<file path="config.mk">
export PLATFORM = sky130hd
export DESIGN_NAME = sha_message_schedule_sequencer
export DESIGN_NICKNAME = d
export VERILOG_FILES = /design/src/rtl/sha_message_schedule_sequencer.sv
export SDC_FILE = /design/constraint.sdc
export NUM_CORES = 2
export LEC_CHECK = 0
export CORE_MARGIN = 2
export CORE_UTILIZATION = 30
export DETAILED_ROUTE_END_ITERATION = 10
export GPL_TIMING_DRIVEN = 1
export PLACE_DENSITY = 0.49
export SKIP_CTS_REPAIR_TIMING = 1
export SYNTH_ARGS = -nofsm -noshare
export SYNTH_HDL_FRONTEND = slang
export SYNTH_SLANG_ARGS = --single-unit
</file>
<file path="constraint.sdc">
create_clock -name clk -period 26.7 [get_ports clk]
set_input_delay 4.005 -clock clk [delete_from_list [all_inputs] [get_ports clk]]
set_output_delay 4.005 -clock clk [all_outputs]
set_load 0.1 [all_outputs]
</file>
<file path="src/rtl/sha_message_schedule_sequencer.sv">
// rtl/sha_message_schedule_sequencer.sv - SHA-256 message schedule sequencer (optional block prefetch via SHA_SCHED_PREFETCH_EN)
module sha_message_schedule_sequencer #(
    parameter int ROUNDS = 64
) (
    input  logic              clk,
    input  logic              rst,
    input  logic              blk_valid_i,
    output logic              blk_ready_o,
    input  logic [15:0][31:0] block_i,
    output logic              w_valid_o,
    input  logic              w_ready_i,
    output logic [31:0]       w_o,
    output logic [5:0]        t_o,
    output logic              last_o,
    output logic              busy_o
);

    typedef enum logic {
        IDLE = 1'b0,
        RUN  = 1'b1
    } state_t;

    localparam logic [5:0] T_LAST = 6'(ROUNDS - 1);

    state_t            state_q;
    logic [15:0][31:0] win_q;
    logic [5:0]        t_q;

`ifdef SHA_SCHED_PREFETCH_EN
    logic [15:0][31:0] pend_q;
    logic              pend_full_q;
`endif

    function automatic logic [31:0] sig0(input logic [31:0] x);
        return {x[6:0], x[31:7]} ^ {x[17:0], x[31:18]} ^ {3'b000, x[31:3]};
    endfunction

    function automatic logic [31:0] sig1(input logic [31:0] x);
        return {x[16:0], x[31:17]} ^ {x[18:0], x[31:19]} ^ {10'b0, x[31:10]};
    endfunction

    logic [31:0]       w_new;
    logic [15:0][31:0] win_shift_d;
    logic              xfer;
    logic              accept;

    // Next schedule word from the 16-word window; the window slides one word per transfer.
    assign w_new       = sig1(win_q[14]) + win_q[9] + sig0(win_q[1]) + win_q[0];
    assign win_shift_d = {w_new, win_q[15:1]};
    assign xfer        = (state_q == RUN) && w_ready_i;
    assign accept      = blk_valid_i && blk_ready_o;

`ifdef SHA_SCHED_PREFETCH_EN
    assign blk_ready_o = !pend_full_q;
`else
    assign blk_ready_o = (state_q == IDLE);
`endif

    // Outputs are pure decodes of registered state, so they hold steady while stalled.
    assign w_valid_o = (state_q == RUN);
    assign busy_o    = (state_q != IDLE);
    assign last_o    = (state_q == RUN) && (t_q == T_LAST);
    assign w_o       = win_q[0];
    assign t_o       = t_q;

    // Sequencer FSM: block load, word streaming, and (optionally) pending-block handoff.
    always_ff @(posedge clk or posedge rst) begin
        if (rst) begin
            state_q     <= IDLE;
            win_q       <= '0;
            t_q         <= '0;
`ifdef SHA_SCHED_PREFETCH_EN
            pend_q      <= '0;
            pend_full_q <= 1'b0;
`endif
        end else begin
            case (state_q)
                IDLE: begin
                    if (accept) begin
                        win_q   <= block_i;
                        t_q     <= '0;
                        state_q <= RUN;
                    end
                end
                RUN: begin
                    if (xfer && (t_q == T_LAST)) begin
`ifdef SHA_SCHED_PREFETCH_EN
                        // Hand the next block straight to the window so W_0 follows W_last with no bubble.
                        if (pend_full_q) begin
                            win_q       <= pend_q;
                            t_q         <= '0;
                            pend_full_q <= 1'b0;
                        end else if (accept) begin
                            win_q <= block_i;
                            t_q   <= '0;
                        end else begin
                            state_q <= IDLE;
                        end
`else
                        state_q <= IDLE;
`endif
                    end else begin
                        if (xfer) begin
                            win_q <= win_shift_d;
                            t_q   <= t_q + 6'd1;
                        end
`ifdef SHA_SCHED_PREFETCH_EN
                        if (accept) begin
                            pend_q      <= block_i;
                            pend_full_q <= 1'b1;
                        end
`endif
                    end
                end
                default: state_q <= IDLE;
            endcase
        end
    end

endmodule
</file>
# Yosys cells after proc, flatten, opt, wreduce, memory -nomap -nowiden
# Index checks and enable logic that the tools add are counted.
# classes
addsub	4
n_eq_ne	4
muxes	11
n_bitwise	5
reduce_logical	5
# ops
operator	count
two-way mux 512 bit	3
case mux 512 bit (2 select lines)	1
adder 32 bit	3
bitwise XOR 32 bit	2
bitwise XOR 32 x 22 -> 32 bit	1
bitwise XOR 32 x 29 -> 32 bit	1
two-way mux 6 bit	3
case mux 6 bit (2 select lines)	1
adder 6 x 1 -> 6 bit, second input constant	1
equality test 6 bit, second input constant	1
logical AND 1 bit	4
!= test 2 x 1 -> 1 bit, second input constant	2
AND reduction 3 bit	1
two-way mux 1 bit	2
!= test 2 bit, second input constant	1
case mux 1 bit (2 select lines)	1
NOT 1 bit	1
# word_totals
reg_bits	519
output_inout_bits	42
word_cells	47

# Logic depth before layout (Yosys ltp)
# logic_depth
ltp_word	8
mapped_depth	18
depth_no_buf	17

# Worst setup path before layout
# Ideal clock, no wire load.
# synth_path
path_kind	register -> output
from	register state_q (netlist: busy_o)
to	output last_o
t_arrival_ps	3611
slack_ps	19084
path_stages_with_launch	5
n_path_buf	2
path_cell_list	dfrtp_1 > buf_2 > inv_2 > clkbuf_1 > nor3_1
# synth_via
elab_chain_cells	1
# synth_lines
item	line_no	rtl
start, declared	25	state_t state_q;
start signal, assigned	69	state_q <= IDLE;
start signal, assigned	82	state_q <= RUN;
start signal, assigned	100	state_q <= IDLE;
logical AND 1 bit	62	assign last_o = (state_q == RUN) && (t_q == T_LAST);
end, declared	14	output logic last_o,
# No other way between the ends.

# Worst setup path after layout
# layout_path
from	input w_ready_i
to	register win_q[219] in the netlist's numbering
# layout_via
elab_chain_cells	4
# layout_lines
item	line_no	rtl
start, declared	11	input logic w_ready_i,
logical AND 1 bit (*)	50	assign xfer = (state_q == RUN) && w_ready_i;
logical AND 1 bit	86	if (xfer && (t_q == T_LAST)) begin
!= test 2 bit (no line)	n/a	
AND reduction 3 bit (no line) (*)	n/a	
end signal, assigned	80	win_q <= block_i;
end signal, assigned	104	win_q <= win_shift_d;
end, declared	26	logic [15:0][31:0] win_q;
# Every way passes the cells marked *; elsewhere a longest branch is shown, timed or not.
# A chain may end at the register's enable or synchronous reset.

==> results.sh <==
export IMPL_grt_pass1_vias=22500
export IMPL_synth_top_cells_by_count="537 x nand2_1, 519 x dfrtp_1, 493 x mux2i_1"
export IMPL_synth_area_top_cells="dfrtp_1 45%, mux2i_1 17%, nand2_1 7.1%"
export IMPL_numCtsBuffers=66
export IMPL_die_h_um=313
export IMPL_htree_num_levels=3
export IMPL_cpMaxStageDelayCell="buf_4"
export IMPL_start_util_pct=30.2
export IMPL_drc_errors=0
export IMPL_fin_crit_sh_pct=33.7
export IMPL_worst_slack_ns=17.70
export IMPL_die_w_um=313
export IMPL_routed_via_density=4.73
export IMPL_detail_route_first_pass_iterations=5
export IMPL_synth_nets=3534
export IMPL_crit_fanout=254
export IMPL_status="complete, no violations"
export IMPL_end_kind="flip-flop"
export IMPL_grt_pass1_wl_mm=157
export IMPL_async_flop_share_pct=100
export IMPL_relSlewSlack_pct=25.9
export IMPL_ant_nets=0
export IMPL_synth_most_common_cell="nand2_1"
export IMPL_rsz0062_at_grt="no"
export IMPL_r2r_end="win_q[219]"
export IMPL_fin_setup_tns_ns=0
export IMPL_netlist_area_um2=28600
export IMPL_grt_max_degree=255
export IMPL_min_period_ns=9.00
export IMPL_grt_antenna_before_repair=27
export IMPL_cp_arrival_ns=9.44
export IMPL_cts_clk_slew_worst_paths_ns=0.06
export IMPL_portBuffers=557
export IMPL_worstRegToRegCells=9
export IMPL_clkSinkCount=519
export IMPL_clockBufferDepth=3
export IMPL_synth_edff_count=0
export IMPL_area_growth_pct=29.2
export IMPL_hold_path_depth=2
export IMPL_r2r_start="busy_o"
export IMPL_tightest_slew_ns=1.11
export IMPL_ios=558
export IMPL_yosysSeqAreaShare_pct=45.4
export IMPL_hold_path_startpoint="win_q[195]"
export IMPL_detailed_place_hpwl_mm=84.4
export IMPL_ff2ff_setup_slack_ns=20.45
export IMPL_yosys_area_top_type_share_pct=45.4
export IMPL_post_place_ws_ns=17.13
export IMPL_cts_root_buf="clkbuf_16"
export IMPL_overflow=0
export IMPL_clkLatencyLatePin_ns=0.61
export IMPL_skew_ns=0.0294
export IMPL_critPathLaunchType="input port"
export IMPL_hold_viol=0
export IMPL_fmax_mhz=111
export IMPL_crit_top_cell="buf_4"
export IMPL_grt_total_usage_pct=22.1
export IMPL_rows=113
export IMPL_ys_types=75
export IMPL_vias=21900
export IMPL_critPathTopFamily="buffers and inverters"
export IMPL_syn_avg_cell_area_um2=9.78
export IMPL_die_area_um2=97800
export IMPL_critPathBufInv=6
export IMPL_yosysTopAreaCell="dfrtp_1"
export IMPL_holdPathEnd="win_q[195]"
export IMPL_drv_slew=0
export IMPL_critPathMaxStageDelay_ns=0.92
export IMPL_drive_gt1_share_pct=4.46
export IMPL_routed_wl_mm=109
export IMPL_synth_cells=2924
export IMPL_hold_path_class="flip-flop to flip-flop"
export IMPL_path_cells="clkdlybuf4s50_1 -> o21ai_1 -> buf_4 -> nor2_1 -> a21oi_4 -> buf_4 -> buf_4 -> buf_4 -> buf_12 -> o21ai_0"
export IMPL_synth_ff_type="dfrtp_1"
export IMPL_cp_required_ns=27.14
export IMPL_ys_warn_count=0
export IMPL_cap_violations=0
export IMPL_drt_iter0_drc=1584
export IMPL_place_gp_congestion=0.904
export IMPL_fin_nets=3930
export IMPL_ys_seq_elements=519
export IMPL_wl_per_cell_um=23.6
export IMPL_coreArea_um2=94700
export IMPL_tritoncts="built"
export IMPL_setup_violations=0
export IMPL_crit_type="input port to flip-flop"
==> worst max-delay path by stage <==
| stage | start | to | depth (start not counted) |
|---|---|---|---|
| after global routing | w_ready_i | win_q[227] | 10 |
| after CTS | w_ready_i | win_q[219] | 10 |
| final | w_ready_i | win_q[219] | 10 |
| after global placement | w_ready_i | win_q[201] | 10 |
| after detailed placement | w_ready_i | win_q[219] | 10 |
| after floorplan | rst | busy_o | 1 |
==> tightest hold or removal path: stages (launching register included) <==
cell     delay [ns]
dfrtp_1        0.34
nand2_1        0.04
o21ai_0        0.06
==> through the flow <==
stage	cells	util, %	hold slack, ns	cell area, um2
3_5_place_dp	4517	36.8	0.466	34800
5_1_grt	4634	39.0	0.496	36900
2_1_floorplan	2924	-	0.449	28600
4_1_cts	4629	39.0	0.480	36900
6_report	4635	39.0	0.475	36900
3_3_place_gp	4517	36.8	0.461	34800
==> area by class of cell <==
class / count / area (um2)
multi-input cells: 2017 / 13900
fillers: 9598 / 57800
repair buffers: 582 / 5810
clock buffers: 97 / 1940
clock inverters: 15 / 158
flip-flops and latches: 519 / 13000
inverters: 134 / 510
diodes: 6 / 15.0
well taps: 1265 / 1580
==> placed cells by master (no fill, tap or decap), types with 32 or more instances in the layout <==
master           instances
clkdlybuf4s50_1        556
xor2_1                  52
a21oi_1                 52
inv_1                  132
xnor2_1                 85
mux2i_1                493
nand2_1                537
clkbuf_16               67
o21ai_1                141
ha_1                    32
dfrtp_1                518
o21ai_0                375
fa_1                    62
nor2_1                  35
==> layer usage <==
| layer | routed length [um] | GRT usage (%) | up-vias |
|---|---|---|---|
| li1 | - | - | 10700 |
| met1 | 48400 | 29.7 | 10600 |
| met2 | 51300 | 35.9 | 546 |
| met3 | 7390 | 5.54 | 133 |
| met4 | 1800 | 4.80 | 38 |
| met5 | 228 | 0 | - |
==> cell families after synthesis <==
group | after synthesis | share of synthesized area [%]
multiplexers | 495 | 17.3
flip-flops | 519 | 45.4
AND/OR/NAND/NOR | 638 | 8.90
AO/OA/AOI/OAI | 653 | 12.6
XOR/XNOR | 137 | 4.20
adder cells (fa/ha/maj) | 94 | 5.74
buffers and inverters | 388 | 5.81
==> state kept, by name, summed over array words and instances, names as in the netlist <==
signal and cells:
busy_o 1, t_o 6, w_o 32, win_q 480
Power is not shown: default switching activity piles up to over one toggle a cycle in this logic, so the estimate is an artifact.
